**src/rtl/div_initiator_pkg.sv**
```systemverilog
// Shared definitions for the divider initiator: default width, error
// encodings, FSM state type and a helper for counter sizing.
package div_initiator_pkg;

  localparam int WIDTH_DEF = 64;

  // Error flags returned with every response; zero means a good result.
  localparam logic [1:0] ERR_NONE    = 2'b00;
  localparam logic [1:0] ERR_DIVZERO = 2'b01;
  localparam logic [1:0] ERR_TIMEOUT = 2'b10;

  typedef enum logic [1:0] {
    IDLE  = 2'd0,
    SETUP = 2'd1,
    RUN   = 2'd2,
    DONE  = 2'd3
  } state_t;

  // Bits needed for a counter that must be able to hold the value 'term'.
  function automatic int timer_width(input int term);
    return $clog2(term + 1);
  endfunction

endpackage

```
**src/rtl/div_initiator_cycle_timer.sv**
```systemverilog
// Saturating cycle counter with synchronous clear. Counts enabled cycles
// from zero and stops at TERMINAL. o_reach flags the enabled cycle whose
// increment lands exactly on TERMINAL, i.e. the TERMINAL-th counted cycle.
module div_initiator_cycle_timer #(
  parameter int TERMINAL = 256,
  parameter int CW       = $clog2(TERMINAL + 1)
) (
  input  logic          clk,
  input  logic          rst,
  input  logic          i_clear,
  input  logic          i_enable,
  output logic [CW-1:0] o_count,
  output logic          o_reach
);

  logic [CW-1:0] r_count;
  logic          w_at_term;

  assign w_at_term = (r_count == CW'(TERMINAL));
  assign o_reach   = i_enable && (r_count == CW'(TERMINAL - 1));
  assign o_count   = r_count;

  // Clear wins over counting; the count holds once it hits TERMINAL.
  always_ff @(posedge clk) begin
    if (rst || i_clear) begin
      r_count <= '0;
    end else if (i_enable && !w_at_term) begin
      r_count <= r_count + 1'b1;
    end
  end

endmodule

```
**src/rtl/div_initiator.sv**
```systemverilog
// Command-side initiator for the multi-cycle binary divider. Takes (a,b)
// on a valid/ready request port, holds the divider in reset for SETUP_CYC
// cycles with stable operands, releases it, waits for div_ready_n to fall
// (ignoring it in the first run cycle, where it may be stale), then returns
// q/r with error flags on a valid/ready response port. Divide-by-zero is
// answered locally without starting the divider; a hung divider is aborted
// after TIMEOUT run cycles.
module div_initiator
  import div_initiator_pkg::*;
#(
  parameter int WIDTH     = WIDTH_DEF,
  parameter int SETUP_CYC = 2,
  parameter int TIMEOUT   = 256
) (
  input  logic             clk,
  input  logic             rst,
  input  logic             i_req_valid,
  output logic             o_req_ready,
  input  logic [WIDTH-1:0] i_req_a,
  input  logic [WIDTH-1:0] i_req_b,
  output logic             o_rsp_valid,
  input  logic             i_rsp_ready,
  output logic [WIDTH-1:0] o_rsp_q,
  output logic [WIDTH-1:0] o_rsp_r,
  output logic [1:0]       o_rsp_err,
  output logic [WIDTH-1:0] o_div_a,
  output logic [WIDTH-1:0] o_div_b,
  output logic             o_div_rst_n,
  input  logic [WIDTH-1:0] i_div_q,
  input  logic [WIDTH-1:0] i_div_r,
  input  logic             i_div_ready_n
);

  localparam int CW = timer_width(TIMEOUT);

  state_t           r_state;
  logic             r_req_ready;
  logic             r_rsp_valid;
  logic [WIDTH-1:0] r_rsp_q;
  logic [WIDTH-1:0] r_rsp_r;
  logic [1:0]       r_rsp_err;
  logic [WIDTH-1:0] r_div_a;
  logic [WIDTH-1:0] r_div_b;
  logic             r_div_rst_n;

  logic [CW-1:0]    w_count;
  logic             w_reach;
  logic             w_timer_clear;
  logic             w_timer_en;
  logic             w_divzero;
  logic             w_setup_last;
  logic             w_run_done;
  logic             w_timeout;

  // One timer serves both phases: it is zeroed on entry to SETUP and again
  // on entry to RUN, so in RUN the count equals run cycles already elapsed.
  assign w_timer_clear = (r_state == IDLE) || (r_state == DONE) ||
                         ((r_state == SETUP) && w_setup_last);
  assign w_timer_en    = (r_state == SETUP) || (r_state == RUN);

  div_initiator_cycle_timer #(
    .TERMINAL (TIMEOUT),
    .CW       (CW)
  ) u_timer (
    .clk      (clk),
    .rst      (rst),
    .i_clear  (w_timer_clear),
    .i_enable (w_timer_en),
    .o_count  (w_count),
    .o_reach  (w_reach)
  );

  assign w_divzero    = (i_req_b == '0);
  assign w_setup_last = (w_count == CW'(SETUP_CYC - 1));
  // Count zero is the first run cycle: a low div_ready_n there may be left
  // over from the previous operation, so it is not trusted.
  assign w_run_done   = (w_count != '0) && !i_div_ready_n;
  assign w_timeout    = (r_state == RUN) && w_reach;

  // Control FSM and all registered datapath/handshake outputs.
  always_ff @(posedge clk) begin
    if (rst) begin
      r_state     <= IDLE;
      r_req_ready <= 1'b1;
      r_rsp_valid <= 1'b0;
      r_rsp_q     <= '0;
      r_rsp_r     <= '0;
      r_rsp_err   <= ERR_NONE;
      r_div_a     <= '0;
      r_div_b     <= '0;
      r_div_rst_n <= 1'b0;
    end else begin
      case (r_state)
        IDLE: begin
          if (i_req_valid) begin
            r_req_ready <= 1'b0;
            r_div_a     <= i_req_a;
            r_div_b     <= i_req_b;
            if (w_divzero) begin
              r_rsp_q     <= '1;
              r_rsp_r     <= i_req_a;
              r_rsp_err   <= ERR_DIVZERO;
              r_rsp_valid <= 1'b1;
              r_state     <= DONE;
            end else begin
              r_state <= SETUP;
            end
          end
        end
        SETUP: begin
          if (w_setup_last) begin
            r_div_rst_n <= 1'b1;
            r_state     <= RUN;
          end
        end
        RUN: begin
          // A genuine completion on the final allowed cycle still counts.
          if (w_run_done) begin
            r_rsp_q     <= i_div_q;
            r_rsp_r     <= i_div_r;
            r_rsp_err   <= ERR_NONE;
            r_rsp_valid <= 1'b1;
            r_div_rst_n <= 1'b0;
            r_state     <= DONE;
          end else if (w_timeout) begin
            r_rsp_q     <= '0;
            r_rsp_r     <= '0;
            r_rsp_err   <= ERR_TIMEOUT;
            r_rsp_valid <= 1'b1;
            r_div_rst_n <= 1'b0;
            r_state     <= DONE;
          end
        end
        DONE: begin
          if (i_rsp_ready) begin
            r_rsp_valid <= 1'b0;
            r_req_ready <= 1'b1;
            r_state     <= IDLE;
          end
        end
        default: begin
          r_state <= IDLE;
        end
      endcase
    end
  end

  assign o_req_ready = r_req_ready;
  assign o_rsp_valid = r_rsp_valid;
  assign o_rsp_q     = r_rsp_q;
  assign o_rsp_r     = r_rsp_r;
  assign o_rsp_err   = r_rsp_err;
  assign o_div_a     = r_div_a;
  assign o_div_b     = r_div_b;
  assign o_div_rst_n = r_div_rst_n;

endmodule
```
**config.mk**
```make
export PLATFORM = sky130hd
export DESIGN_NAME = div_initiator
export DESIGN_NICKNAME = d
export VERILOG_FILES = /design/src/rtl/div_initiator_pkg.sv /design/src/rtl/div_initiator_cycle_timer.sv /design/src/rtl/div_initiator.sv
export SDC_FILE = /design/constraint.sdc
export NUM_CORES = 1
export LEC_CHECK = 0
export BUFFER_PORTS_ARGS = -buffer_cell sky130_fd_sc_hd__buf_2
export CAP_MARGIN = 10
export CORE_MARGIN = 2
export CORE_UTILIZATION = 30
export DETAILED_ROUTE_END_ITERATION = 8
export PLACE_DENSITY = 0.51
export SYNTH_ARGS = -nofsm -noshare
export SYNTH_HDL_FRONTEND = slang
export SYNTH_SLANG_ARGS = --single-unit
```
**constraint.sdc**
```tcl
create_clock -name clk -period 2.4 [get_ports clk]
set_input_delay 0.12 -clock clk [delete_from_list [all_inputs] [get_ports clk]]
set_output_delay 0.12 -clock clk [all_outputs]
set_load 0.01 [all_outputs]
```
; Word-level counts from Yosys, hierarchy flattened
; Cells that the tools add are included.
[totals]
ff_bits = 272
output_inout_bits = 261
word_cells = 80
inputBits = 261
[op_classes]
n_addsub = 1
n_reduce_logical = 24
n_mux = 34
n_eq_ne = 11
[op_table]
columns = operator, n
row1 = 64-bit two-way mux, 7
row2 = 64-bit one-hot mux with 2 select lines, 2
row3 = 64-bit zero test, 1
row4 = 2-bit two-way mux, 10
row5 = 1-bit two-way mux, 10
row6 = 9-bit by 1-bit adder with 9-bit output (second input constant), 1
row7 = 9-bit by 1-bit equality test with 1-bit output (second input constant), 1
row8 = 9-bit by 8-bit equality test with 1-bit output (second input constant), 1
row9 = 9-bit equality test (second input constant), 1
row10 = 9-bit nonzero test, 1
row11 = 2-bit inequality test (second input constant), 4
row12 = 2-bit one-hot mux with 4 select lines, 1
row13 = 4-bit AND reduction, 2
row14 = 3-bit AND reduction, 2
row15 = 2-bit nonzero test, 3
row16 = 1-bit logical AND, 5
row17 = 5-bit AND reduction, 1
row18 = 2-bit equality test (second input constant), 2
row19 = 1-bit logical OR, 4
row20 = 1-bit one-hot mux with 2 select lines, 2
row21 = 2-bit one-hot mux with 2 select lines, 1
row22 = 3-bit inequality test (second input constant), 1
row23 = 1-bit one-hot mux with 3 select lines, 1
row24 = 3-bit nonzero test, 1
row25 = other kinds (4), 5

; Longest topological paths before layout
; Gate-level depths: netlist (run 1).
[logic_depth]
ltp_word = 7
mapped_depth = 11
depth_no_buf = 9

; Hierarchy
; From an unflattened synthesis (run 1), not the netlist that was laid out.
[hier_totals]
hier_cells = 1338
hier_area_um2 = 11521.0
[by_module_without_submodules]
columns = module, n_inst, area_each_um2, cells_each, seq_area_each_um2
row1 = div_initiator, 1, 11034.3, 1281, 5265.0
row2 = div_initiator_cycle_timer, 1, 486.7, 57, 180.2

; Worst setup path after synthesis (run 1)
; OpenSTA, ideal clock, no wires.
[synth_timing]
path_type = register to register
from = register u_timer.r_count[0], in the netlist u_timer.o_count[0]
to = register r_rsp_err[0], in the netlist o_rsp_err[0]
period_less_slack_ns = 2.094
path_buffers = 2
setup_time_ns = 0.121
path_slack_ns = 0.306
t_arrival_ns = 1.972
path_stages_with_launch = 12
required_ns = 2.279
cell_sequence = dfxtp_1 ha_1 nand2_1 nor2_1 and3_1 ha_1 nand2_1 nand3_1 o221ai_2 buf_12 buf_12 mux2_4
[synth_via]
elab_chain_cells = 5
word_cells_on_any_way = 9
classes_between = 2 x eq/ne / 2 x mux / 5 x reduce/logical
[synth_rtl]
columns = item, line
row1 = from (decl), div_initiator_cycle_timer.sv:16  ; logic [CW-1:0] r_count;
row2 = from (signal assigned), div_initiator_cycle_timer.sv:28  ; r_count <= r_count + 1'b1;
row3 = 9-bit by 8-bit equality test with 1-bit output, div_initiator_cycle_timer.sv:20  ; assign o_reach = i_enable && (r_count == CW'(TERMINAL - 1));
row4 = 1-bit logical AND, div_initiator_cycle_timer.sv:20
row5 = 1-bit logical AND, div_initiator.sv:78  ; assign w_timeout = (r_state == RUN) && w_reach;
row6 = 3-bit inequality test (no source line), --
row7 = 4-bit AND reduction (no source line), --
row8 = to (signal assigned), div_initiator.sv:88  ; r_rsp_err <= ERR_NONE;
row9 = to (signal assigned), div_initiator.sv:102  ; r_rsp_err <= ERR_DIVZERO;
row10 = to (signal assigned), div_initiator.sv:121  ; r_rsp_err <= ERR_NONE;
row11 = to (decl), div_initiator.sv:41  ; logic [1:0] r_rsp_err;
; Several ways; a longest one is shown, not always the timed one.
; A chain may end at the register's enable or synchronous reset.

; Final worst setup path (run 1)
[layout_timing]
from = input port i_req_b[61]
to = register r_rsp_q[38], in the netlist o_rsp_q[38]
[layout_via]
elab_chain_cells = 3
[layout_rtl]
columns = item, line
row1 = from (decl), div_initiator.sv:20  ; input logic [WIDTH-1:0] i_req_b,
row2 = 64-bit zero test, div_initiator.sv:73  ; assign w_divzero = (i_req_b == '0);
row3 = 2-bit inequality test (no source line), --
row4 = 4-bit AND reduction (no source line), --
row5 = to (signal assigned), div_initiator.sv:119  ; r_rsp_q <= i_div_q;
row6 = to (decl), div_initiator.sv:39  ; logic [WIDTH-1:0] r_rsp_q;
; No other way between the ends.

==> metrics.cfg, run 1 <==
[clocking]
root_buffer=clkbuf_16
clock_path_buffers=3
clkTransAtPathRegs_ns=0.06
numClockSinks=272
cts_tree=done
cts_buffers=34
cts_max_level=2
clock_latency_ns=0.52

[final_layout]
stdcell_count=2689
fin_util_pct=46.7
area_growth_pct=54.0
regArea_um2=5450
nNetsFinal=2402
drive_above_1_share_pct=35.3
multiInputGateArea_um2=6370
fill_cells=3975

[floorplan]
fp.dieArea_um2=42900
die_y_um=207
core_um2=40700
ios=522
die_w_um=207
fp-row-count=74
start_util_pct=30.3

[global_routing]
grt_max_degree=129
grt_pass1_vias=13000
grt-ovfl-total=0
grt_first_pass_wirelength_um=71600
globalRouteTotalUtil_pct=20.7
antenna_found_initial=6

[setup_path]
reg2reg_depth=11
crit_path_start_kind=input pin
cp_data_required_time_ns=2.80
startpoint=i_req_b[61]
endpoint=o_rsp_q[38]$_SDFFE_PP0P_
crit_fanout=18
r2r_setup_slack_ns=0.14
r2r_end=o_rsp_q[38]$_SDFFE_PP0P_
path_class=input pin to flop
crit_path_end_kind=flop
cp.arrival_ns=2.75
r2r_start=u_timer.o_count[1]$_SDFFE_PP0P_

[place]
gp_congestion=0.830
place_hpwl_um=31000
pre_cts_ws_ns=-0.373
placedCellCount=2403
portBuffers=521

[sta]
layout_setup_ws_ns=0.0532
grt_setup_unrepaired=no
final-setup-viol-count=0
relSlewSlack_pct=46.6
post-route-min-period_ns=2.35
drv_slew=0
worstMarginPinSlew_ns=0.801
final-hold-violation-count=0
max_freq_ghz=0.426
clock_skew_ns=0.0138
period_share_pct=97.8

[yosys]
ys.flop_type=dfxtp_1
synth_edf_count=0
synthArstFlopShare_pct=0
ys_seq_elements=272
synth.most_common_cell=nand2_1
yosysSeqAreaShare_pct=44.0
synthesis.nets=1689
synth.avg_cell_area_um2=8.72
synth.top_cell.area_share_pct=44.0
netlist.top_cell.by_area=dfxtp_1
ys_warn_count=0
netlist_top_cells_area=dfxtp_1 (44%), nand2_1 (10%), a21oi_1 (7.9%)
synth_common_cells=nand2_1 (328), dfxtp_1 (272), a21oi_1 (196)
netlist_instances=1418
yosysUniqueCellTypes=43
synthesis.area_um2=12400

[power_and_ir_drop]
leakage_nw=9.10
p_per_area_nw_per_um2=1010
ir_worst_vdd_v=0.000660
finalPower_mw=19.3

[drt]
drt_pass1_iterations=4
dr_total_vias=12500
wirelength_um=46200
drt-initial-drc-count=779
wl_per_cell_um=17.2
drtAntennaViolNets=0
viasPerCell=4.67
drc_errors=0

[status]
outcome=completed

[run]
maxCapViolations=0

[min_path]
worstHoldPathType=input pin to flop
hold_depth=4

## stage by stage
stage          TNS, ns  hold slack [ns]  area, µm²
6_report             0           0.0307      19000
5_1_grt              0           0.0376      19000
4_1_cts              0          0.00329      18900
3_5_place_dp    -41.83            0.376      15600
3_3_place_gp    -35.45            0.372      15600
2_1_floorplan        0            0.256      12400
## repair_timing
item	4_1_cts	5_1_grt
buffers inserted	0	1
setup endpoints to repair	0	112
gates resized for setup	0	5
endpoints found under the hold margin	237	0
hold buffers	221	0
## worst min-delay path by stage
stage                 from  slack (ns)                  endpoint
2_1_floorplan   i_req_a[0]        0.26   o_div_a[0]$_SDFFE_PP0P_
3_3_place_gp   i_req_a[25]        0.37  o_div_a[25]$_SDFFE_PP0P_
3_5_place_dp   i_req_a[35]        0.38  o_div_a[35]$_SDFFE_PP0P_
4_1_cts        i_div_r[28]       0.003  o_rsp_r[28]$_SDFFE_PP0P_
5_1_grt        i_div_r[36]        0.04  o_rsp_r[36]$_SDFFE_PP0P_
6_report       i_div_q[55]        0.03  o_rsp_q[55]$_SDFFE_PP0P_
## worst max-delay path, cell delays in order
cell and delay (ns):
dlygate4sd3_1 0.53, buf_2 0.14, nor4_1 0.37, nand4_1 0.28, nor4_4 0.29, buf_4 0.21
o221ai_4 0.11, buf_12 0.17, clkbuf_16 0.21, mux2_4 0.31
## power by group
group	switching (mW)	internal, mW
clock	1.99	3.10
sequential	0.514	5.55
combinational	4.35	3.75
## layout by cell type, fill, tap and decap left out, drive strengths merged, types with 5 or more instances in the layout
| master | netlist | layout |
|---|---|---|
| clkbuf | 86 | 52 |
| mux2i | 43 | 43 |
| dlygate4sd3 | 0 | 221 |
| a2bb2oi | 22 | 22 |
| nand2 | 328 | 328 |
| ha | 10 | 10 |
| nor2b | 91 | 91 |
| nand2b | 43 | 43 |
| dfxtp | 272 | 272 |
| inv | 10 | 12 |
| buf | 26 | 566 |
| nor3 | 5 | 5 |
| nor2 | 101 | 101 |
| nor4 | 20 | 20 |
| a21oi | 196 | 196 |
| nand4 | 6 | 6 |
| mux2 | 131 | 131 |
## final cells by class
class,count,area share [%]
antenna,4,0.0526
clock buffer,50,5.26
clock inverter,8,0.506
inverter,11,0.217
multi-input combinational,1023,33.5
sequential,272,28.6
tap,532,3.50
timing repair buffer,789,28.4
## state kept, by name (all words and copies together), names as in the netlist
name	cells
o_rsp_q	64
o_rsp_err	2
o_div_b	64
u_timer.o_count	9
o_rsp_r	64
r_state	2
o_div_rst_n	1
o_rsp_valid	1
o_div_a	64
o_req_ready	1
## per-layer routing
layer,part of all wire (%),global-route usage [%],vias to the layer above
met5,0.015,0,-
met4,4.1,9.88,2
met3,6.2,4.65,113
met2,48,34.9,459
met1,41,24.9,5834
li1,-,-,6141
## logic make-up after synthesis
logic type                 share of synthesized area, %
muxes                                              17.2
AOI/OAI and AO/OA                                  10.5
xor gates and xnor gates                          0.425
adders and majority gates                          1.01
DFF                                                44.0
and+or+nand+nor                                    21.8
buffers and inverters                              5.03
Power figures use the tool's default switching activity.
==> inputs of run 2 (changes only) <==
- RECOVER_POWER: unset -> 100
- SETUP_SLACK_MARGIN: unset -> 0.05
==> run 2 against run 1 <==
Net effect: flip-flop and latch count is the same; clock power barely moved; non-clock buffer count stayed put; critical endpoint unchanged.
==> metrics.cfg, run 2 (same netlist as run 1, synthesis figures left out) <==
[sta]
max_freq_ghz=0.431  ; was 0.426 GHz
grt_setup_unrepaired=no  ; unchanged
final-hold-violation-count=0  ; unchanged
final-setup-viol-count=0  ; unchanged
worstMarginPinSlew_ns=0.770  ; was 0.801 ns
drv_slew=0  ; unchanged
layout_setup_ws_ns=0.0774  ; was 0.0532 ns
timing.hold.ws_ns=0.0152  ; was 0.0307 ns
post-route-min-period_ns=2.32  ; was 2.35 ns
relSlewSlack_pct=48.7  ; was 46.6%
period_share_pct=96.8  ; was 97.8%
clock_skew_ns=0.0148  ; was 0.0138 ns

[setup_path]
critical-path-slowest-cell=dlygate4sd3_1  ; unchanged
crit_chain=dlygate4sd3_1 -> buf_2 -> nor4_1 -> nand4_1 -> nor4_4 -> buf_4 -> o221ai_4 -> buf_12 -> buf_6 -> mux2_4  ; was dlygate4sd3_1 -> buf_2 -> nor4_1 -> nand4_1 -> nor4_4 -> buf_4 -> o221ai_4 -> buf_12 -> clkbuf_16 -> mux2_4
cp.arrival_ns=2.72  ; was 2.75 ns
path_class=input pin to flop  ; unchanged
r2r_start=u_timer.o_count[1]$_SDFFE_PP0P_  ; unchanged
crit_path_start_kind=input pin  ; unchanged
cp_data_required_time_ns=2.80  ; about the same
crit_path_end_kind=flop  ; unchanged
startpoint=i_req_b[0]  ; was i_req_b[61]
crit_fanout=18  ; unchanged
max_stage_delay_ns=0.53  ; about the same

[drt]
drt-initial-drc-count=722  ; was 779
viasPerCell=4.65  ; was 4.67
wirelength_um=46200  ; about the same
drt_pass1_iterations=4  ; unchanged
wl_per_cell_um=17.2  ; about the same
dr_total_vias=12500  ; about the same
drtAntennaViolNets=0  ; unchanged
drc_errors=0  ; unchanged

[power_and_ir_drop]
ir_worst_vdd_v=0.000629  ; was 0.000660 V
finalPower_mw=18.7  ; was 19.3 mW
p_per_area_nw_per_um2=1010  ; about the same
leakage_nw=7.90  ; was 9.10 nW

[clocking]
numClockSinks=272  ; unchanged
root_buffer=clkbuf_16  ; unchanged
clkTransAtPathRegs_ns=0.06  ; about the same
cts_tree=done  ; unchanged
cts_max_level=2  ; unchanged
clock_path_buffers=3  ; unchanged
cts_buffers=34  ; unchanged
clock_latency_ns=0.53  ; was 0.52 ns

[final_layout]
mostFrequentLayoutCells=nand2_1 (327), dfxtp_1 (272), clkbuf_1 (270)  ; was buf_2 (520), nand2_1 (327), dfxtp_1 (272)
layout_commonest_cell=nand2_1  ; was buf_2
area_growth_pct=50.0  ; was 54.0%
nNetsFinal=2402  ; unchanged
stdcell_count=2689  ; unchanged
design_area_um2=18500  ; was 19,000 µm²
drive_above_1_share_pct=21.4  ; was 35.3%

[floorplan]
ios=522  ; unchanged
die_y_um=207  ; unchanged
fp-row-count=74  ; unchanged
start_util_pct=30.3  ; unchanged
core_um2=40700  ; unchanged
fp.dieArea_um2=42900  ; unchanged
die_w_um=207  ; unchanged

[global_routing]
antenna_found_initial=6  ; unchanged
grt-ovfl-total=0  ; unchanged
grt_max_degree=129  ; unchanged
grt_pass1_vias=12900  ; was 13.0k
globalRouteTotalUtil_pct=20.6  ; was 20.7%
grt_first_pass_wirelength_um=71300  ; was 71,600 µm

[place]
gp_congestion=0.830  ; unchanged
portBuffers=521  ; unchanged
place_hpwl_um=31000  ; unchanged
placedCellCount=2403  ; unchanged
dpl_cell_area_um2=15600  ; unchanged
pre_cts_ws_ns=-0.373  ; unchanged

[min_path]
worstHoldPathType=input pin to flop  ; unchanged
min-delay-start=i_div_q[55]  ; unchanged

[run]
maxCapViolations=0  ; unchanged

[status]
outcome=completed  ; unchanged

==> run 2: cell types whose count changed in the layout (fill, tap and decap cells not counted), sizes merged <==
cell	before	now
buf	566	305
clkbuf	52	313
==> run 2: where the power goes <==
group,switching [mW],internal [mW]
Clock,2.00,3.10
Sequential,0.543,5.55
Combinational,4.31,3.23
==> run 2: final cells by class <==
type,instances,area [µm²]
inverters,11,41.3
clock buffers,50,1000
clock inverters,8,96.3
diodes,4,10.0
repair buffers,789,5040
flip-flops and latches,272,5450
multi-input cells,1023,6240
well taps,532,666
fillers,4149,22200
==> run 2: worst max-delay path: cells and delay by family <==
kind,cells,cell delay [ns]
simple gates,3,0.92
buf+inv,5,1.25
compound gates,1,0.11
mux,1,0.32
==> run 2: path summary, 6_finish.rpt <==
path / endpoint / slack [ns] / depth (start not counted)
worst max-delay path: o_rsp_q[38]$_SDFFE_PP0P_ / 0.08 / 10
worst min-delay path: o_rsp_q[55]$_SDFFE_PP0P_ / 0.02 / 4
worst max register to register: o_rsp_q[38]$_SDFFE_PP0P_ / 0.14 / 11
worst min register to register: o_div_a[7]$_SDFFE_PP0P_ / 0.45 / 2
==> run 2: timing repair <==
action,4_1_cts,5_1_grt
buffers inserted,0,1
setup endpoints to repair,0,122
gates resized for setup,0,8
hold endpoints to repair,237,0
hold buffers,221,0
==> run 2: per-layer routing <==
metal / vias up / part of all wire (%) / global-route usage [%]
li1: 6150 / - / -
met1: 5798 / 42 / 24.8
met2: 454 / 48 / 34.9
met3: 110 / 6.1 / 4.65
met4: 2 / 4.0 / 9.63
met5: - / 0.024 / 0
==> run 2: stage by stage <==
| step | utilization (%) | setup TNS, ns |
|---|---|---|
| after floorplan | - | 0 |
| after global placement | 38.3 | -35.45 |
| after detailed placement | 38.3 | -41.83 |
| after CTS | 46.5 | 0 |
| after global routing | 45.5 | 0 |
| final | 45.5 | 0 |
